--- src/rtl/activation_stream_unit.sv ---
// activation_stream_unit
//   Streams a feature map of TOTAL = DATA_HEIGHT*DATA_WIDTH*DATA_CHANNELS
//   signed elements, PARALLEL_FACTOR lanes per beat. Each element passes
//   through a configurable activation (bypass / ReLU / leaky ReLU / clipped
//   ReLU) and is then requantised by an arithmetic right shift with signed
//   saturation to BITWIDTH bits. The datapath is two stages deep and
//   advances under one shared enable.
//
// Ports
//   clk, rst            clock, synchronous active-high reset
//   cfg_mode, cfg_clip  activation mode and clip ceiling, latched on the
//                       first beat of each frame
//   s_valid/s_ready     input beat handshake, s_data = PF lanes of 2*BITWIDTH
//   m_valid/m_ready     output beat handshake, m_data = PF lanes of BITWIDTH
//   m_last              marks the final output beat of a frame
//   frame_done          one-cycle pulse after the final output beat transfers
//   busy                a frame is in flight
module activation_stream_unit #(
    parameter int BITWIDTH        = 16,
    parameter int DATA_WIDTH      = 6,
    parameter int DATA_HEIGHT     = 6,
    parameter int DATA_CHANNELS   = 8,
    parameter int PARALLEL_FACTOR = 4,
    parameter int OUT_SHIFT       = 8,
    parameter int LEAK_SHIFT      = 3
) (
    input  logic                                   clk,
    input  logic                                   rst,
    input  logic [1:0]                             cfg_mode,
    input  logic [BITWIDTH-1:0]                    cfg_clip,
    input  logic                                   s_valid,
    output logic                                   s_ready,
    input  logic [PARALLEL_FACTOR*2*BITWIDTH-1:0]  s_data,
    output logic                                   m_valid,
    input  logic                                   m_ready,
    output logic [PARALLEL_FACTOR*BITWIDTH-1:0]    m_data,
    output logic                                   m_last,
    output logic                                   frame_done,
    output logic                                   busy
);
    localparam int IW    = 2 * BITWIDTH;
    localparam int PF    = PARALLEL_FACTOR;
    localparam int TOTAL = DATA_HEIGHT * DATA_WIDTH * DATA_CHANNELS;
    localparam int BEATS = (TOTAL + PF - 1) / PF;
    localparam int CNT_W = (BEATS > 1) ? $clog2(BEATS) : 1;
    localparam logic [CNT_W-1:0] LAST_BEAT = CNT_W'(BEATS - 1);

    typedef enum logic {IDLE, RUN} state_t;

    // Stage-1 activation on one lane.
    function automatic logic signed [IW-1:0] activate(
        input logic signed [IW-1:0] x,
        input logic [1:0]           mode,
        input logic [BITWIDTH-1:0]  clip
    );
        logic signed [IW-1:0] ceil_v;
        ceil_v = $signed({{BITWIDTH{1'b0}}, clip});
        case (mode)
            2'b00:   activate = x;
            2'b01:   activate = x[IW-1] ? '0 : x;
            2'b10:   activate = x[IW-1] ? (x >>> LEAK_SHIFT) : x;
            default: activate = x[IW-1] ? '0 : ((x > ceil_v) ? ceil_v : x);
        endcase
    endfunction

    // Stage-2 floor shift followed by saturation to signed BITWIDTH.
    function automatic logic [BITWIDTH-1:0] requant(input logic signed [IW-1:0] y);
        logic signed [IW-1:0] z;
        logic signed [IW-1:0] zmax;
        logic signed [IW-1:0] zmin;
        z    = y >>> OUT_SHIFT;
        zmax = $signed({{(BITWIDTH+1){1'b0}}, {(BITWIDTH-1){1'b1}}});
        zmin = $signed({{(BITWIDTH+1){1'b1}}, {(BITWIDTH-1){1'b0}}});
        if (z > zmax)      requant = {1'b0, {(BITWIDTH-1){1'b1}}};
        else if (z < zmin) requant = {1'b1, {(BITWIDTH-1){1'b0}}};
        else               requant = z[BITWIDTH-1:0];
    endfunction

    state_t                   state_q;
    logic [CNT_W-1:0]         beat_q;
    logic [1:0]               mode_q;
    logic [BITWIDTH-1:0]      clip_q;
    logic                     vld_p1_q, last_p1_q;
    logic [PF*IW-1:0]         y_p1_q;
    logic                     m_valid_q, m_last_q;
    logic [PF*BITWIDTH-1:0]   m_data_q;
    logic                     frame_done_q, busy_q;

    logic                     en, accept, first_beat, final_beat, out_last_xfer;
    logic [1:0]               mode_eff;
    logic [BITWIDTH-1:0]      clip_eff;
    logic [PF*IW-1:0]         y_d;
    logic [PF*BITWIDTH-1:0]   m_data_d;

    always_comb begin
        en            = !m_valid_q || m_ready;
        s_ready       = en && !rst;
        accept        = s_valid && s_ready;
        first_beat    = (state_q == IDLE);
        final_beat    = (beat_q == LAST_BEAT);
        out_last_xfer = m_valid_q && m_ready && m_last_q;
        // The first beat of a frame uses the live config, since the latch
        // only captures it on this same edge.
        mode_eff      = first_beat ? cfg_mode : mode_q;
        clip_eff      = first_beat ? cfg_clip : clip_q;
        y_d           = '0;
        for (int p = 0; p < PF; p++) begin
            // Lanes past the end of the frame on the final beat are padding.
            if (!(final_beat && (((BEATS - 1) * PF + p) >= TOTAL)))
                y_d[p*IW +: IW] = activate(s_data[p*IW +: IW], mode_eff, clip_eff);
        end
        m_data_d = '0;
        for (int p = 0; p < PF; p++)
            m_data_d[p*BITWIDTH +: BITWIDTH] = requant(y_p1_q[p*IW +: IW]);
    end

    // Frame sequencer: beat counter and per-frame configuration latch.
    always_ff @(posedge clk) begin
        if (rst) begin
            state_q <= IDLE;
            beat_q  <= '0;
            mode_q  <= 2'b00;
            clip_q  <= '0;
        end else if (accept) begin
            if (first_beat) begin
                mode_q <= cfg_mode;
                clip_q <= cfg_clip;
            end
            if (final_beat) begin
                state_q <= IDLE;
                beat_q  <= '0;
            end else begin
                state_q <= RUN;
                beat_q  <= beat_q + CNT_W'(1);
            end
        end
    end

    // Stage 1 boundary: activated lanes.
    always_ff @(posedge clk) begin
        if (en) y_p1_q <= y_d;
    end

    // Stage 1 control and stage 2 boundary: requantised output beat.
    always_ff @(posedge clk) begin
        if (rst) begin
            vld_p1_q  <= 1'b0;
            last_p1_q <= 1'b0;
            m_valid_q <= 1'b0;
            m_last_q  <= 1'b0;
            m_data_q  <= '0;
        end else if (en) begin
            vld_p1_q  <= accept;
            last_p1_q <= accept && final_beat;
            m_valid_q <= vld_p1_q;
            m_last_q  <= last_p1_q;
            m_data_q  <= m_data_d;
        end
    end

    // busy stays up across back-to-back frames: it only drops when the last
    // output leaves and no newer frame has started.
    always_ff @(posedge clk) begin
        if (rst) begin
            frame_done_q <= 1'b0;
            busy_q       <= 1'b0;
        end else begin
            frame_done_q <= out_last_xfer;
            if (accept)
                busy_q <= 1'b1;
            else if (out_last_xfer && state_q == IDLE)
                busy_q <= 1'b0;
        end
    end

    assign m_valid    = m_valid_q;
    assign m_last     = m_last_q;
    assign m_data     = m_data_q;
    assign frame_done = frame_done_q;
    assign busy       = busy_q;
endmodule
--- config.mk ---
export PLATFORM = sky130hd
export DESIGN_NAME = activation_stream_unit
export DESIGN_NICKNAME = d
export VERILOG_FILES = /design/src/rtl/activation_stream_unit.sv
export SDC_FILE = /design/constraint.sdc
export NUM_CORES = 1
export LEC_CHECK = 0
export ABC_AREA = 1
export CORE_ASPECT_RATIO = 2
export CORE_MARGIN = 3
export CORE_UTILIZATION = 50
export CTS_BUF_LIST = sky130_fd_sc_hd__clkbuf_16
export CTS_CLUSTER_SIZE = 14
export DETAILED_ROUTE_END_ITERATION = 8
export PLACE_DENSITY = 0.78
export RECOVER_POWER = 25
export SLEW_MARGIN = 0
export SYNTH_ARGS = -nofsm -noshare
export SYNTH_HDL_FRONTEND = slang
export SYNTH_SLANG_ARGS = --single-unit
--- constraint.sdc ---
create_clock -name clk -period 5.3 [get_ports clk]
set_clock_uncertainty 0.05 [all_clocks]
set_input_delay 1.06 -clock clk [delete_from_list [all_inputs] [get_ports clk]]
set_output_delay 1.06 -clock clk [all_outputs]
set_load 0.01 [all_outputs]
==> results.tsv <==
metric	value	unit
status	completed	
post_cts resized	0	
layer with the highest usage	met2	
synth cell count leaders	311 x nand2_1, 178 x inv_1, 135 x nor2_1	
Vias	9794	
YS warnings	0	
CTS hold repair buffers	0	
Yosys top cell area share	27.5	%
Slew Limit Headroom	9.19	%
Peak VDD IR	195	µV
deepest clock path buffer count	2	
most frequent cell after synthesis	nand2_1	
final setup vio count	0	
GR Util met3	4.89	%
Vias/cell	5.41	
Reg area	4800	µm²
post-synth cell types	37	
clk_lat worst skew	450	ps
crit-path max cell delay	560	ps
routing usage on met1	27.5	%
DIE HEIGHT	211	µm
R2R setup slack	1840	ps
Cells after Synth	1318	
initial antenna violation count	0	
Min-Delay Endpoint	m_data[45]	
register bit total from synthesis	192	
Netlist Area Pre-Place	10500	µm²
Total GRT Usage	26.8	%
worst r2r dst	y_p1_q[43]	
Pwr Total	4010	µW
cts bufs inserted	17	
FF-to-FF path depth	16	
hold crit path type	reg -> reg	
Die Wd	108	µm
DRT Pass-1 Iters	6	
post-route ant nets	0	
initial detailed-routing violation count	595	
Post-CTS Repair Setup Buffers	0	
syn nets	1533	
Remaining DRCs	0	
Top cell by count, worst path	nor2_1	
crit-path max FO	7	
via count of the first global-routing pass	9604	
Slowest-stage cell, CP	dlygate4sd3_1	
Final TNS setup	0	ps
Hold Slack	398	ps
grt ovf	0	
layout cells sized above 1	4.47	%
hold depth	2	
CP endpoint kind	output pin	
DR WL/cell	16.8	µm
met2 usage	51.1	%
Achievable Freq	0.251	GHz
Antenna Diode Count	0	
Worst Hold Launch	m_data[45]	
Die ar.	22800	µm²
number of clock sinks	192	
power per cell area	297	nW/µm²
CTS tree	done	
CORE AREA	20600	µm²
Async SR Flop Fraction	0	%
Starting Density	51.0	%
number of max-cap violations	0	
Worst-path clk slew	70	ps
placed insts	1777	
FF-to-FF Start	state_q	
WP data arrival	2870	ps
max-slew violations	0	
Crit Path Class	in -> out	
LEAKAGE	0.00620	µW
top area cells in the synthesized netlist	edfxtp_1 28%, dfxtp_1 18%, nand2_1 11%	
worst path cell trace	dlygate4sd3_1 > nor2_1 > nor2_1 > clkdlybuf4s50_1	
area delta synth->final	28.8	%
Nets	1745	
Final Non-Filler Cells	1809	
root buf cell	clkbuf_16	
largest area contributor in the netlist	edfxtp_1	
final hold violation count	0	
Post-synth EDFFs	96	
Ports	219	
minimum clock period	3980	ps
area of the multi-input gates	4790	µm²
global-route wire length before repair	47.3	mm
Worst Setup Start Kind	input pin	
Slew @ Worst Pin	1360	ps
Req. time, crit path	4190	ps
largest net degree at the start of global routing	100	
Post-Syn Area per Cell	7.95	µm²
final core occ	65.7	%
Main synth FF type	edfxtp_1	
fillers	1780	
row count	74	
post-route clock period utilization	75.2	%
input/output buffers	218	
HPWL Detailed	23.3	mm
routed wire length	30.4	mm
RePlAce Congestion	0.915	
post-synthesis sequential area ratio	45.9	%
level count of the clock H-tree	4	
RSZ-0062 raised after global routing	false	
-- registers in the layout, indices dropped and copies added, names as in the netlist --
| signal | count |
|---|---|
| beat_q | 7 |
| state_q | 1 |
| y_p1_q | 96 |
| m_last | 1 |
| last_p1_q | 1 |
| mode_q | 2 |
| m_data | 64 |
| frame_done | 1 |
| clip_q | 16 |
| m_valid | 1 |
| busy | 1 |
| vld_p1_q | 1 |
-- cell usage in the layout (no fill, tap or decap), drive strengths merged, types with 47 or more instances in the layout --
master         instances
nand2                311
inv                  190
clkdlybuf4s50        156
nor2                 140
dfxtp                 96
edfxtp                96
o21ai                 92
a21oi                 86
nand3                 77
ha                    65
dlygate4sd3           62
o22ai                 47
-- stage by stage --
stage	area (µm²)	setup WS [ps]
floorplan	10500	1250
global placement	12900	1500
detailed placement	12900	1410
CTS	13500	1550
global route	13500	1160
finish	13500	1320
-- worst max path at each step --
| stage | depth (start not counted) | startpoint | end | slack (ps) |
|---|---|---|---|---|
| 2_1_floorplan | 6 | m_ready | vld_p1_q | 1250 |
| 3_3_place_gp | 12 | cfg_clip[3] | y_p1_q[72] | 1500 |
| 3_5_place_dp | 12 | cfg_clip[3] | y_p1_q[74] | 1410 |
| 4_1_cts | 3 | rst | s_ready | 1550 |
| 5_1_grt | 4 | m_ready | s_ready | 1160 |
| 6_report | 4 | m_ready | s_ready | 1320 |
-- metal layers --
layer / vias to the layer above / wire [µm]
met4: 0 / 1300
li1: 4846 / -
met5: - / 0
met2: 330 / 16700
met1: 4544 / 10900
met3: 74 / 1590
-- where the power goes --
part           switching (µW)  internal [µW]
Sequential               82.5           1760
Combinational             487            372
Clock                     604            702
-- cells by family after synthesis --
kind of cell	after synthesis	share of synthesized area (%)
compound gates	246	13.8
xor+xnor	3	0.251
buf+inv	225	8.34
fa+ha+maj	65	7.76
flops	192	45.9
mux	9	0.860
simple gates	578	23.2
-- worst max-delay path, delay by kind of cell --
kind	cells	cell delay, ps
simple gates	2	720
buf+inv	2	1090
-- final cells by class --
class	instances	share of cell area (%)
inverters	186	5.20
repair buffers	232	16.9
multi-input cells	901	35.5
clock inverters	15	1.18
flip-flops and latches	192	35.6
well taps	266	2.47
clock buffers	17	3.15
Power figures use the tool's default switching activity.
